--- src/rtl/apb_req_scheduler.sv ---
// Round-robin scheduler feeding one requester word at a time into the APB master; errored words are dropped.
// Latency: grant 1 cycle after request; done/drop pulse 1 cycle after transfer_done (errored: 1 cycle after grant).
// Backpressure: word held on o_data with o_data_ready until i_waiting; optional WAIT timeout via APB_SCHED_TIMEOUT_EN.
module apb_req_scheduler #(
  parameter int M       = 8,
  parameter int N_REQ   = 4,
  parameter int TIMEOUT = 16
) (
  input  logic                 PCLK,
  input  logic                 PRESET,
  input  logic [N_REQ-1:0]     i_req,
  input  logic [N_REQ*M-1:0]   i_req_data,
  input  logic [2*N_REQ-1:0]   i_req_sel,
  input  logic [N_REQ-1:0]     i_req_error,
  output logic [N_REQ-1:0]     o_grant,
  output logic [N_REQ-1:0]     o_done,
  output logic [N_REQ-1:0]     o_drop,
  output logic [M-1:0]         o_data,
  output logic                 o_data_ready,
  output logic                 o_alu_error,
  output logic [1:0]           o_protocol_sel,
  input  logic                 i_waiting,
  input  logic                 i_transfer_done,
  output logic                 o_busy
);

  localparam int IW = (N_REQ > 1) ? $clog2(N_REQ) : 1;

  if (N_REQ < 2 || N_REQ > 8 || TIMEOUT < 1 || TIMEOUT > 255) begin : g_param_check
    $error("apb_req_scheduler: parameter out of range");
  end

  typedef enum logic [1:0] {S_IDLE, S_ISSUE, S_WAIT, S_RETIRE} state_t;

  state_t           state_q, state_d;
  logic [IW-1:0]    ptr_q, ptr_d;     // round-robin scan start
  logic [IW-1:0]    idx_q, idx_d;     // requester currently owning the scheduler
  logic             err_q, err_d;     // latched word carried an ALU error
  logic [M-1:0]     data_d;
  logic [1:0]       sel_d;
  logic [N_REQ-1:0] grant_d, done_d, drop_d;
  logic             data_ready_d, busy_d;
  logic             win_vld;
  logic [IW-1:0]    win_idx;

`ifdef APB_SCHED_TIMEOUT_EN
  logic [7:0]       cnt_q, cnt_d;     // WAIT cycles elapsed
`endif

  // Errored words are never forwarded to the master.
  assign o_alu_error = 1'b0;

  function automatic logic [N_REQ-1:0] onehot(input logic [IW-1:0] k);
    onehot    = '0;
    onehot[k] = 1'b1;
  endfunction

  // Round-robin pick: first asserted request at or after ptr, wrapping.
  always_comb begin
    int j;
    j       = 0;
    win_vld = 1'b0;
    win_idx = '0;
    for (int i = 0; i < N_REQ; i++) begin
      j = int'(ptr_q) + i;
      if (j >= N_REQ) j = j - N_REQ;
      if (!win_vld && i_req[j]) begin
        win_vld = 1'b1;
        win_idx = IW'(j);
      end
    end
  end

  // Next state and next registered outputs.
  always_comb begin
    state_d      = state_q;
    ptr_d        = ptr_q;
    idx_d        = idx_q;
    err_d        = err_q;
    data_d       = o_data;
    sel_d        = o_protocol_sel;
    grant_d      = '0;
    done_d       = '0;
    drop_d       = '0;
    data_ready_d = 1'b0;
`ifdef APB_SCHED_TIMEOUT_EN
    cnt_d        = cnt_q;
`endif
    case (state_q)
      S_IDLE: begin
        if (win_vld) begin
          idx_d        = win_idx;
          data_d       = i_req_data[win_idx*M +: M];
          sel_d        = i_req_sel[win_idx*2 +: 2];
          err_d        = i_req_error[win_idx];
          grant_d      = onehot(win_idx);
          data_ready_d = ~i_req_error[win_idx];
          state_d      = S_ISSUE;
        end
      end
      // An errored grant spends its grant cycle here with ready masked,
      // so the drop pulse lands one cycle after the grant pulse.
      S_ISSUE: begin
        if (err_q) begin
          drop_d  = onehot(idx_q);
          state_d = S_RETIRE;
        end else if (o_data_ready && i_waiting) begin
          state_d = S_WAIT;
`ifdef APB_SCHED_TIMEOUT_EN
          cnt_d   = '0;
`endif
        end else begin
          data_ready_d = 1'b1;
        end
      end
      S_WAIT: begin
        if (i_transfer_done) begin
          done_d  = onehot(idx_q);
          state_d = S_RETIRE;
`ifdef APB_SCHED_TIMEOUT_EN
        end else if (cnt_q == 8'(TIMEOUT - 1)) begin
          drop_d  = onehot(idx_q);
          state_d = S_RETIRE;
        end else begin
          cnt_d   = cnt_q + 8'd1;
`endif
        end
      end
      S_RETIRE: begin
        ptr_d   = (idx_q == IW'(N_REQ - 1)) ? '0 : idx_q + 1'b1;
        state_d = S_IDLE;
      end
      default: state_d = S_IDLE;
    endcase
    busy_d = (state_d != S_IDLE);
  end

  // State and output registers; reset aborts any transfer silently.
  always_ff @(posedge PCLK) begin
    if (PRESET) begin
      state_q        <= S_IDLE;
      ptr_q          <= '0;
      idx_q          <= '0;
      err_q          <= 1'b0;
      o_grant        <= '0;
      o_done         <= '0;
      o_drop         <= '0;
      o_data         <= '0;
      o_protocol_sel <= '0;
      o_data_ready   <= 1'b0;
      o_busy         <= 1'b0;
`ifdef APB_SCHED_TIMEOUT_EN
      cnt_q          <= '0;
`endif
    end else begin
      state_q        <= state_d;
      ptr_q          <= ptr_d;
      idx_q          <= idx_d;
      err_q          <= err_d;
      o_grant        <= grant_d;
      o_done         <= done_d;
      o_drop         <= drop_d;
      o_data         <= data_d;
      o_protocol_sel <= sel_d;
      o_data_ready   <= data_ready_d;
      o_busy         <= busy_d;
`ifdef APB_SCHED_TIMEOUT_EN
      cnt_q          <= cnt_d;
`endif
    end
  end

endmodule

--- config.mk ---
export PLATFORM = sky130hd
export DESIGN_NAME = apb_req_scheduler
export DESIGN_NICKNAME = d
export VERILOG_FILES = /design/src/rtl/apb_req_scheduler.sv
export SDC_FILE = /design/constraint.sdc
export NUM_CORES = 1
export LEC_CHECK = 0
export CAP_MARGIN = 25
export CORE_UTILIZATION = 40
export DETAILED_ROUTE_END_ITERATION = 10
export DONT_BUFFER_PORTS = 1
export HOLD_SLACK_MARGIN = 0.02
export PLACE_DENSITY_LB_ADDON = 0.1
export SYNTH_ARGS = -nofsm -noshare
export SYNTH_HDL_FRONTEND = slang
export SYNTH_SLANG_ARGS = --single-unit
export TNS_END_PERCENT = 50
--- constraint.sdc ---
create_clock -name PCLK -period 2.08 [get_ports PCLK]
set_input_delay 0.416 -clock PCLK [delete_from_list [all_inputs] [get_ports PCLK]]
set_output_delay 0.416 -clock PCLK [all_outputs]
set_load 0.05 [all_outputs]
==> impl_results.md, run 1 <==
- Final worst path period need: 1840 ps
- Final instance area: 1550 um^2
- Cell count after synthesis: 161
- Crit Path Class: reg2reg
- Most frequent cells in the layout: 31 x dfxtp_1, 20 x nor2_1, 19 x a21oi_1
- Hold Path Class: in2reg
- DR pass1 iterations: 5
- F_max: 544 MHz
- Die span in x: 62.1 um
- Routability cong.: 0.812
- Port-buffer cells: 0
- HPWL after DPL: 2600 um
- Syn nets: 217
- H-tree lvl count: 2
- Net Switching: 0.570 mW
- Site Rows: 21
- Final Non-Filler Cells: 207
- Startpoint types: flop
- Die ar.: 3850 um^2
- Post-synthesis register bit count: 31
- CORE AREA: 3390 um^2
- Final setup skew: 17.0 ps
- R2R Setup Slk: 240 ps
- Initial Util: 0.426
- Worst Hold Launch: PRESET
- Post-synth top area share: 0.430
- Clk_lat worst skew: 330 ps
- Async set-reset flop share out of synthesis: 0
- Number of enable flip-flop cells after synthesis: 0
- Netlist cell types: 38
- Share of cells above drive strength 1: 0.112
- Synth Area per Inst: 8.96 um^2
- Slowest CP cell: dfxtp_1
- Die height: 62.1 um
- Cts bufs inserted: 5
- Max Buffers Root-to-Sink: 2
- Pint: 1.05 mW
- Seq. cell area: 621 um^2
- Slew @ Worst Pin: 569 ps
- R2R Path End: o_data_ready
- Clock power share: 0.303
- DRC: 0
- Placed cell area: 1460 um^2
- CTS sink cnt: 31
- Top Ports: 77
- Crit path max fanout: 13
- Largest cells by area after synthesis: dfxtp_1 43%, a222oi_1 6.9%, a21oi_1 6.6%
- Area added between synthesis and finish: 7.37%
- Sw Ratio: 0.351
- Final Max Tran Viols: 0
- # nets final: 216
- Run status: completed
- Starting DRC count in detailed routing: 75
- Post-synthesis sequential area ratio: 0.430
- Yosys warns: 0
- Antenna violations before repair: 0
- PwrDens: 1050 nW/um^2
- Grt total ovfl: 0
- Max cap viols: 0
- Worst path cell trace: a31oi_1, o22ai_2, a22oi_1, a31o_2
- Worst slew margin: 0.621
- WHS Path Cells: 1
- Via count: 1,250
- Crit. End Element: flop
- Final critical-path share of the clock period: 0.884
- Remaining antenna violation count: 0
- Critical Path AT: 2080 ps
- CTS Hold Bufs: 0
- Post-Syn Area: 1440 um^2
- Largest net degree at the start of global routing: 23
- Fillers: 330
- Worst vdd ir: 0.000501 V
- ANT cells: 0
- Largest area contributor in the netlist: dfxtp_1
- Global Route Usage Sum: 0.200
- Routed WL per cell: 17.0 um
- Placed cells: 199
- Clock Tree Root: clkbuf_4
- Static leakage: 0.604 nW
- Top FF cell, synth: dfxtp_1
- First-pass GRT wire length: 5380 um
- Commonest non-fill, non-tap cell in the layout: dfxtp_1
- Hold path endpoint: idx_q[1]
- Unrepaired setup endpoints after global routing: false
- Worst path max stage delay: 600 ps
- Worst reg2reg startpoint: ptr_q[1]
- Area of the multi-input gates: 743 um^2
- Vias in the first global route: 1,135
- Sequential Power Share: 0.528
- Critical Path RT: 2320 ps
- Clock slew at reported path FFs: 110 ps
- CTS tree: done
- # setup viols final: 0
- Endpoints failing hold: 0
- Vias/cell: 6.04
- Setup TNS: 0 ps
- Routed WL: 3520 um
- Logic pwr share: 0.169
- Reg2Reg Depth: 4
[final cells by class]
class,instances,area share
clock inverters,2,0.0226
well taps,46,0.0372
repair buffers,3,0.0145
multi-input cells,114,0.480
flip-flops and latches,31,0.401
inverters,5,0.0121
clock buffers,6,0.0331
[metal layers]
layer | part of all wire | up-vias | global-route usage
met5 | 0 | - | 0
li1 | - | 597 | -
met1 | 0.42 | 582 | 0.240
met3 | 0.072 | 7 | 0.0621
met4 | 0.015 | 0 | 0.0921
met2 | 0.49 | 64 | 0.327
[power by group through the flow]
stage | Clock (mW) | Sequential [mW] | Combinational, mW
global placement | 0 | 0.870 | 0.267
global route | 0.531 | 0.865 | 0.313
floorplan | 0 | 0.870 | 0.215
finish | 0.492 | 0.856 | 0.274
detailed placement | 0 | 0.871 | 0.276
CTS | 0.502 | 0.857 | 0.276
[Yosys cell counts (all sizes together), types with 3 or more instances]
library cell / count
a211oi: 10
nand2: 7
dfxtp: 31
nor2: 21
o21ai: 3
a21oi: 19
inv: 5
nand2b: 4
buf: 8
ha: 4
a222oi: 10
and2: 11
clkbuf: 3
[flip-flops by register name (all words and copies together), names as in the netlist]
register,count
o_data_ready,1
ptr_q,2
o_busy,1
idx_q,2
o_data,8
o_drop,4
state_q,2
o_protocol_sel,2
err_q,1
o_done,4
o_grant,4
[metrics by stage]
step	util	setup WS, ps	total power [mW]	hold slack [ps]
after floorplan	-	473	1.08	469
after CTS	0.456	106	1.64	127
after detailed placement	0.431	91.9	1.15	490
after global routing	0.457	47.2	1.71	114
final	0.457	241	1.62	142
after global placement	0.431	230	1.14	485
[logic make-up after synthesis]
group,after synthesis,synth area share
simple gates,52,0.177
flops,31,0.430
other cells,1,0.00260
fa+ha+maj,4,0.0347
compound gates,57,0.299
buf+inv,16,0.0564
[timing repair]
action / 4_1_cts / 5_1_grt
gates resized for setup: 0 / 1
buffers inserted: 0 / 0
setup endpoints to repair: 0 / 6
[critical path, delay by kind of cell, from the launching register on]
kind,cells,cell delay (ps)
compound gates,4,1160
flops,1,600
[worst max-delay path by stage]
| stage | start | end | cells after the start |
|---|---|---|---|
| 2_1_floorplan | i_req[1] | o_data[0] | 7 |
| 3_3_place_gp | ptr_q[1] | o_data_ready | 4 |
| 3_5_place_dp | ptr_q[1] | o_data_ready | 4 |
| 4_1_cts | ptr_q[1] | o_data_ready | 4 |
| 5_1_grt | ptr_q[1] | err_q | 4 |
| 6_report | ptr_q[1] | o_data_ready | 4 |
Power figures use the tool's default switching activity.
==> run 2: changes to the inputs <==
SKIP_LAST_GASP = 1   (was default)
==> results of run 2 <==
The final DEF is identical to that of run 1; final timing and power are the same.
